[src/rtl/alu_pkg.sv]
// Package alu_pkg: shared flag bit positions and entry types for the
// ALU result stage.
//   FLAG_N/Z/C/V  bit positions inside alu_flags_t ({N,Z,C,V}).
//   alu_flags_t   4-bit flag vector.
//   alu_entry_t   {result, flags} for the default ALU_W-bit datapath.
// Optional feature macro used by this slice: ALU_SAT_EN (saturating result).
package alu_pkg;

    localparam int ALU_W  = 4;
    localparam int FLAG_N = 3;
    localparam int FLAG_Z = 2;
    localparam int FLAG_C = 1;
    localparam int FLAG_V = 0;

    typedef logic [3:0] alu_flags_t;

    typedef struct packed {
        logic [ALU_W-1:0] result;
        alu_flags_t       flags;
    } alu_entry_t;

endpackage

[src/rtl/alu_flag_gen.sv]
// alu_flag_gen: combinational result/flag derivation for one adder output.
//   a, b     operands as fed to the adder (b un-inverted)
//   m        mode, 0 = add, 1 = subtract
//   s, cout  adder sum/difference and carry-out
//   r        result to store (s, or saturated when ALU_SAT_EN is defined)
//   flags    {N,Z,C,V}
// Macro ALU_SAT_EN: on signed overflow clamp r to the most positive /
// most negative value; N and Z then follow the clamped r.
module alu_flag_gen
    import alu_pkg::*;
#(
    parameter int WIDTH = 4
) (
    input  logic [WIDTH-1:0] a,
    input  logic [WIDTH-1:0] b,
    input  logic             m,
    input  logic [WIDTH-1:0] s,
    input  logic             cout,
    output logic [WIDTH-1:0] r,
    output alu_flags_t       flags
);

    logic [WIDTH-1:0] b_eff;
    logic             v;

    always_comb begin
        // The adder sees b inverted in subtract mode; overflow is judged on
        // the operand it actually added.
        b_eff = b ^ {WIDTH{m}};
        v     = (a[WIDTH-1] == b_eff[WIDTH-1]) && (s[WIDTH-1] != a[WIDTH-1]);
        r     = s;
`ifdef ALU_SAT_EN
        // Overflow direction follows the sign of a: a negative a can only
        // overflow downwards.
        if (v) begin
            r = a[WIDTH-1] ? {1'b1, {(WIDTH-1){1'b0}}} : {1'b0, {(WIDTH-1){1'b1}}};
        end
`endif
        flags         = '0;
        flags[FLAG_N] = r[WIDTH-1];
        flags[FLAG_Z] = (r == '0);
        flags[FLAG_C] = cout ^ m;   // carry on add, borrow on subtract
        flags[FLAG_V] = v;
    end

endmodule

[src/rtl/alu_result_stage.sv]
// alu_result_stage: captures adder results, derives N/Z/C/V flags, buffers
// result+flags in a DEPTH-entry FIFO and hands them to the consumer over
// valid/ready. Counts accepted operations (saturating).
//   clk, rst              clock, synchronous active-high reset
//   in_valid/in_ready     producer handshake; in_ready = FIFO not full
//   in_a, in_b, in_m      operands and mode that produced in_s/in_cout
//   in_s, in_cout         adder sum/difference and carry-out
//   out_valid/out_ready   consumer handshake for the head entry
//   out_result, out_flags head entry; hold the last popped entry when empty
//   op_count              accepted ops since reset, sticks at all-ones
// Macro ALU_SAT_EN (in alu_flag_gen): saturating results on overflow.
module alu_result_stage
    import alu_pkg::*;
#(
    parameter int WIDTH = 4,
    parameter int DEPTH = 2,
    parameter int CNT_W = 8
) (
    input  logic             clk,
    input  logic             rst,
    input  logic             in_valid,
    output logic             in_ready,
    input  logic [WIDTH-1:0] in_a,
    input  logic [WIDTH-1:0] in_b,
    input  logic             in_m,
    input  logic [WIDTH-1:0] in_s,
    input  logic             in_cout,
    output logic             out_valid,
    input  logic             out_ready,
    output logic [WIDTH-1:0] out_result,
    output logic [3:0]       out_flags,
    output logic [CNT_W-1:0] op_count
);

    localparam int PW = (DEPTH > 1) ? $clog2(DEPTH) : 1;
    localparam int CW = $clog2(DEPTH + 1);

    typedef struct packed {
        logic [WIDTH-1:0] result;
        alu_flags_t       flags;
    } entry_t;

    entry_t           mem_q [DEPTH];
    entry_t           new_entry;
    entry_t           head;
    entry_t           last_q, last_d;
    logic [PW-1:0]    wr_ptr_q, wr_ptr_d;
    logic [PW-1:0]    rd_ptr_q, rd_ptr_d;
    logic [CW-1:0]    count_q, count_d;
    logic [CNT_W-1:0] op_count_q, op_count_d;
    logic             push, pop;

    alu_flag_gen #(.WIDTH(WIDTH)) u_flag_gen (
        .a     (in_a),
        .b     (in_b),
        .m     (in_m),
        .s     (in_s),
        .cout  (in_cout),
        .r     (new_entry.result),
        .flags (new_entry.flags)
    );

    assign in_ready  = (count_q != CW'(DEPTH));
    assign out_valid = (count_q != '0);
    assign push      = in_valid && in_ready;
    assign pop       = out_valid && out_ready;

    // While empty, show the most recently popped entry instead of a stale slot.
    assign head       = out_valid ? mem_q[rd_ptr_q] : last_q;
    assign out_result = head.result;
    assign out_flags  = head.flags;
    assign op_count   = op_count_q;

    always_comb begin
        wr_ptr_d   = wr_ptr_q;
        rd_ptr_d   = rd_ptr_q;
        count_d    = count_q;
        last_d     = last_q;
        op_count_d = op_count_q;

        if (push) begin
            wr_ptr_d = (wr_ptr_q == PW'(DEPTH - 1)) ? '0 : wr_ptr_q + 1'b1;
            if (op_count_q != '1) begin
                op_count_d = op_count_q + 1'b1;
            end
        end
        if (pop) begin
            rd_ptr_d = (rd_ptr_q == PW'(DEPTH - 1)) ? '0 : rd_ptr_q + 1'b1;
            last_d   = mem_q[rd_ptr_q];
        end
        case ({push, pop})
            2'b10:   count_d = count_q + 1'b1;
            2'b01:   count_d = count_q - 1'b1;
            default: count_d = count_q;
        endcase
    end

    always_ff @(posedge clk) begin
        if (rst) begin
            wr_ptr_q   <= '0;
            rd_ptr_q   <= '0;
            count_q    <= '0;
            last_q     <= '0;
            op_count_q <= '0;
        end else begin
            wr_ptr_q   <= wr_ptr_d;
            rd_ptr_q   <= rd_ptr_d;
            count_q    <= count_d;
            last_q     <= last_d;
            op_count_q <= op_count_d;
        end
    end

    // Storage needs no reset: it is unreachable until written after reset.
    always_ff @(posedge clk) begin
        if (push && !rst) begin
            mem_q[wr_ptr_q] <= new_entry;
        end
    end

endmodule

[config.mk]
export PLATFORM = sky130hd
export DESIGN_NAME = alu_result_stage
export DESIGN_NICKNAME = d
export VERILOG_FILES = /design/src/rtl/alu_pkg.sv /design/src/rtl/alu_flag_gen.sv /design/src/rtl/alu_result_stage.sv
export SDC_FILE = /design/constraint.sdc
export NUM_CORES = 1
export LEC_CHECK = 0
export ABC_AREA = 1
export BUFFER_PORTS_ARGS = -buffer_cell sky130_fd_sc_hd__buf_2
export CELL_PAD_IN_SITES_DETAIL_PLACEMENT = 1
export CELL_PAD_IN_SITES_GLOBAL_PLACEMENT = 2
export CORE_UTILIZATION = 34
export DETAILED_ROUTE_END_ITERATION = 8
export GPL_TIMING_DRIVEN = 0
export PLACE_DENSITY_LB_ADDON = 0.1
export SETUP_SLACK_MARGIN = 0.5
export SYNTH_ARGS = -nofsm -noshare
export SYNTH_HDL_FRONTEND = slang
export SYNTH_HIERARCHICAL = 1
export SYNTH_SLANG_ARGS = --single-unit
[constraint.sdc]
create_clock -name clk -period 2.8 [get_ports clk]
set_input_delay 0.56 -clock clk [delete_from_list [all_inputs] [get_ports clk]]
set_output_delay 0.56 -clock clk [all_outputs]
set_load 0.01 [all_outputs]
==> results.md, run 1 <==
- Run status: completed
- Hold buffers post-CTS: 0
- Die Wd: 73.9 um
- Reg2Reg Depth: 4
- Post-DP HPWL: 3070 um
- Final RePlAce weighted congestion: 0.735
- # Post-CTS Setup Buffers: 0
- Final core utilization: 0.438
- Initial DRC Count: 79
- Vias in the first global route: 1490
- CP bufs+invs: 3
- Die height: 73.9 um
- Total GRT Usage: 0.168
- Worst Setup Start Kind: flop
- Initial antenna violation count: 0
- H-tree levels: 2
- N_diodes: 0
- Largest net degree at the start of global routing: 13
- Max FO, Critical Path: 10
- Slew margin rel.: 0.283
- Synth unique cells: 22
- Ys Warns: 6
- Setup Crit Path Kind: flop to output pin
- Hold Crit Class: flop to flop
- Tot Pwr: 0.00164 W
- Layout area overhead: 20.6%
- IO Port Bufs: 29
- Maxcap violations: 0
- Nets: 265
- Gr ovfl total: 0
- Final ANT Viol Nets: 0
- First-pass GRT wire length: 6730 um
- Worst Tran Pin Value: 1.07 ns
- Worst reg-to-reg setup slack: 0.99 ns
- WL/cell: 12.6 um
- Mean post-synth cell area: 8.42 um^2
- Delay-heaviest family, CP: buffers and inverters
- I/O Pins: 36
- Leakage power total: 0.920 nW
- Sequential fraction of the synthesis area: 0.512
- # setup viols final: 0
- Root Driver: clkbuf_8
- RSZ-0062 raised after global routing: no
- Crit-path cells: nor2_1 > inv_2 > buf_2 > o21ai_0 > buf_2
- FILL cells: 611
- Final min period: 2.07 ns
- Fin. max-slew vios: 0
- Core Area: 4850 um^2
- Initial cell density of the core: 0.363
- Max Fclk: 0.484 GHz
- Total Routed Length: 3950 um
- CP Depth: 5
- Full die area: 5470 um^2
- Worst hold path cell count: 2
- Final Hold Viols: 0
- Commonest non-fill, non-tap cell in the layout: nand2_1
- VDD IR max: 310 uV
- Post-route cell area: 2120 um^2
- WP data arrival: 1.51 ns
- CTS tree: yes
- Floorplan row count: 25
- Area of the multi-input gates: 639 um^2
- Clock slew at reported path FFs: 0.07 ns
- Clk_lat worst skew: 0.29 ns
- Final setup TNS: 0 ns
- FF+latch count, synth: 37
- Most common cell on crit path: buf_2
- DRC Markers: 0
- DP Area: 1990 um^2
- Vias per cell: 4.69
- PostCTS Resize Cnt: 0
- Cell Area, Synth: 1760 um^2
- Share of cells above drive strength 1: 0.260
- Max Clock Skew: 0.00494 ns
- CP endpoint kind: output pin
- Register area: 901 um^2
- Net Count, Synth: 229
- Most frequent cells in the layout: nand2_1, buf_2, inv_1, o21ai_0, dfxtp_1
- Max incr delay on CP: 0.33 ns
- Worst Hold Slack: 0.450 ns
- CP max-delay cell: dfxtp_1
- Required @ worst endpoint: 2.24 ns
- Pwr dens: 774 nW/um^2
- Gate Count Post-Synth: 209
- Cts bufs inserted: 5
- TritonRoute pass-1 iters: 4
- Bufs on Longest Clock Path: 2
- Post-route clock period utilization: 0.738
- CTS sink cnt: 37
- Detailed-route via count: 1468
[worst paths after layout]
| path | startpoint | endpoint |
|---|---|---|
| worst max register to register | count_q[0] | mem_q[1][1] |
| worst max-delay path | count_q[1] | out_flags[1] |
| worst min register to register | last_q[3] | last_q[3] |
| worst min-delay path | last_q[3] | last_q[3] |
[kinds of logic after synthesis]
family          count (synthesis)  share of synthesized area
fa+ha+maj                       2                     0.0142
xor+xnor                        1                    0.00498
compound gates                 48                      0.138
buf+inv                        44                      0.124
simple gates                   77                      0.206
flops                          37                      0.512
[metrics by stage]
stage	setup slack, ns	cells
after floorplan	1.19	209
after global placement	0.826	305
after detailed placement	0.792	305
after CTS	0.714	313
after global routing	0.599	313
final	0.733	313
[routing by layer]
| layer | part of all wire | vias to the layer above | wire (um) | track usage |
|---|---|---|---|---|
| met5 | 0 | - | 0 | 0 |
| met3 | 0.036 | 8 | 144 | 0.0461 |
| met2 | 0.48 | 26 | 1910 | 0.285 |
| met1 | 0.46 | 691 | 1820 | 0.197 |
| li1 | - | 743 | - | - |
| met4 | 0.018 | 0 | 72 | 0.0812 |
[synth_stat cells]
library cell	number	share of area
dfxtp_1	21	0.24
buf_4	8	0.034
a21oi_1	18	0.051
inv_2	6	0.013
o21ai_0	25	0.071
nor2_1	15	0.032
nand2_2	3	0.011
nand4_1	4	0.014
o21ai_1	3	0.0085
a31oi_1	2	0.0071
nand3_1	7	0.020
inv_1	26	0.055
buf_2	1	0.0028
buf_6	3	0.019
nor3_1	1	0.0028
nor2_4	3	0.019
nor3b_2	1	0.0071
nand2_1	41	0.087
xor2_1	1	0.0050
ha_1	2	0.014
edfxtp_1	16	0.27
nand2_4	2	0.013
[final cells by class]
class | count | share of cell area
inverters | 32 | 0.0566
flip-flops and latches | 37 | 0.425
multi-input cells | 128 | 0.301
clock buffers | 5 | 0.0324
clock inverters | 3 | 0.0307
well taps | 67 | 0.0395
repair buffers | 29 | 0.0684
plain buffers | 12 | 0.0466
[power breakdown]
part	leakage, nW	internal [W]	switching [W]
sequential	0.319	0.000630	0.0000321
combinational	0.533	0.000158	0.000281
clock	0.0681	0.000354	0.000189
total	0.920	0.00114	0.000502
[state kept, by name (all words and copies together) (netlist names), named ones only]
register	flops
mem_q	16
count_q	2
rd_ptr_q	1
wr_ptr_q	1
last_q	8
op_count	8
[worst min-delay path: cells and delay by family (launching register included)]
family / cells / cell delay [ns]
DFF: 1 / 0.30
AOI/OAI and AO/OA: 1 / 0.05
buffers and inverters: 1 / 0.05
No activity file was read; power rests on OpenSTA's default activity.
==> run 2, diff against run 1 <==
CORE_UTILIZATION = 32   (was 34)
clock period = 2.1 ns   (was 2.8 ns; I/O delays follow)
==> results.md, run 2 (synthesis gave the netlist of run 1 again) <==
- Vias in the first global route: 1493 (+0.20%)
- TritonRoute pass-1 iters: 4 (unchanged)
- Placed instance count: 308 (+0.98%)
- Post-DP HPWL: 2830 um (-7.8%)
- Most frequent cells in the layout: nand2_1, buf_2, inv_1, a21oi_1, dfxtp_1
- DP Area: 1990 um^2 (+0.19%)
- WL/cell: 12.6 um (-0.21%)
- Final RePlAce weighted congestion: 0.694 (-5.6%)
- RSZ-0062 raised after global routing: yes
- Leakage power total: 1.06 nW (+15%)
- Initial antenna violation count: 0 (unchanged)
- Clk_lat worst skew: 0.29 ns (about the same)
- Final min period: 1.75 ns
- Pwr dens: 1040 nW/um^2 (+35%)
- Final ANT Viol Nets: 0 (unchanged)
- Post-route cell area: 2450 um^2 (+16%)
- Share of cells above drive strength 1: 0.402 (+0.141)
- Cts bufs inserted: 5 (unchanged)
- CTS tree: yes
- Max Fclk: 0.573 GHz
- Int Pwr: 0.00174 W (+53%)
- Post-Layout Cell Count: 329 (+5.1%)
- CTS sink cnt: 37 (unchanged)
- Gr ovfl total: 0 (unchanged)
- First-pass GRT wire length: 7110 um (+5.6%)
- Clock power frac: 0.294 (-0.036)
- Hold Crit Class: input pin to flop
- Worst Hold Slack: 0.379 ns (-0.0714 ns)
- # setup viols final: 0 (unchanged)
- Hold buffers post-CTS: 0 (unchanged)
- Root Driver: clkbuf_8
- Vias per cell: 4.59 (-2.2%)
- Full die area: 5800 um^2 (+6.1%)
- Post-route clock period utilization: 0.831
- Core Area: 5200 um^2 (+7.4%)
- Die height: 76.1 um (+3.0%)
- Largest net degree at the start of global routing: 14 (+1)
- CP endpoint kind: output pin
- Met2 Use GR: 0.255 (-0.0294)
- Switching Fraction: 0.319 (+0.0131)
- Clock slew at reported path FFs: 0.07 ns (about the same)
- Floorplan row count: 26 (+4.0%)
- Grt met3 use: 0.0407 (-0.00535)
- Die Wd: 76.1 um (+3.0%)
- Total Routed Length: 4140 um (+4.9%)
- Most used routing layer: met2
- Worst Tran Pin Value: 0.675 ns (-0.392 ns)
- Maxcap violations: 0 (unchanged)
- Initial cell density of the core: 0.338 (-0.0249)
- I/O Pins: 36 (unchanged)
- Sequential Power Share: 0.355 (-0.048)
- Layout area overhead: 39.3%
- H-tree levels: 2 (unchanged)
- Nets: 278 (+4.9%)
- Combinational share of power: 0.350 (+0.083)
- N_diodes: 0 (unchanged)
- Bufs on Longest Clock Path: 2 (unchanged)
- Detailed-route via count: 1509 (+2.8%)
- Global Route met1 Usage: 0.202 (+0.00441)
- Max FO, Critical Path: 7 (-3)
- Max FFs per register: 16 (unchanged)
- Largest Register: mem_q
- VDD IR max: 576 uV (+86%)
- Fin. max-slew vios: 0 (unchanged)
- IO Port Bufs: 29 (unchanged)
- DRC Markers: 0 (unchanged)
- WP data arrival: 1.33 ns (-0.18 ns)
- Sw Pwr: 0.000815 W (+62%)
- Run status: completed
- Commonest non-fill, non-tap cell in the layout: nand2_1
- Slew margin rel.: 0.548 (+0.265)
- Total GRT Usage: 0.157 (-0.0108)
- Final Hold Viols: 0 (unchanged)
- Setup Crit Path Kind: flop to output pin
- Worst Setup Start Kind: flop
- Max Clock Skew: 0.00588 ns (+0.000934 ns)
- Initial DRC Count: 61 (-23%)
- Final setup TNS: 0 ns (unchanged)
- Required @ worst endpoint: 1.68 ns (-0.56 ns)
- FILL cells: 620 (+1.5%)
==> run 2: cell types whose count changed in the layout (fill, tap and decap cells not counted), moves of 3 or more <==
cell / delta
buf_4: +7
dfxtp_4: +3
o21ai_4: +5
buf_6: +5
o21ai_2: +5
o21ai_1: +8
o21ai_0: -18
nand2_4: +3
dfxtp_1: -3
nand2_1: -9
nand2_2: +5
==> run 2: metrics by stage <==
step	setup WS, ns	utilization	total power (W)
final	0.354	0.471	0.00256
after floorplan	0.523	-	0.00127
after global routing	0.276	0.471	0.00271
after global placement	0.147	0.383	0.00147
after CTS	0.339	0.453	0.00249
after detailed placement	0.125	0.383	0.00148
==> run 2: final cells by class <==
type                            instances  area, um^2  share of cell area
Clock inverter                          3        68.8              0.0281
Multi-Input combinational cell        128         801               0.327
Sequential cell                        37         912               0.372
Inverter                               32         123              0.0500
Clock buffer                            5        68.8              0.0281
Buffer                                 12         113              0.0459
Tap cell                               70        87.6              0.0357
Timing Repair Buffer                   42         278               0.113
==> run 2: power by group through the flow <==
stage                     clock [W]  combinational [W]  sequential, W
after global placement            0           0.000577       0.000897
after detailed placement          0           0.000581       0.000900
after CTS                  0.000770           0.000817       0.000900
after global routing       0.000798           0.000993       0.000920
after floorplan                   0           0.000380       0.000891
final                      0.000753           0.000896       0.000909
==> run 2: metal layers <==
metal / share of wire / vias to the layer above
met5: 0 / -
met4: 0.015 / 0
met3: 0.026 / 5
met1: 0.49 / 703
li1: - / 779
met2: 0.47 / 22
==> run 2: path summary, 6_finish.rpt <==
check        cells after the start        from             to  slack, ns
min reg2reg                      2   last_q[7]      last_q[7]       0.45
max                              6        flop  out_result[1]       0.35
min                              2         rst    op_count[1]       0.38
max reg2reg                     10  count_q[1]     count_q[1]       0.61
==> run 2: worst max-delay path, cell delays in order (launching register included) <==
cell and delay [ns]:
dfxtp_4 0.39, buf_16 0.15, buf_6 0.11, o21ai_4 0.11
nand2_1 0.06, o21ai_1 0.06, buf_2 0.14
==> run 2: timing repair <==
action	in CTS	in global routing
gates resized for setup	54	17
cloned	2	0
endpoints found under the setup margin	26	11
buffers inserted	7	4
pin swaps	9	6
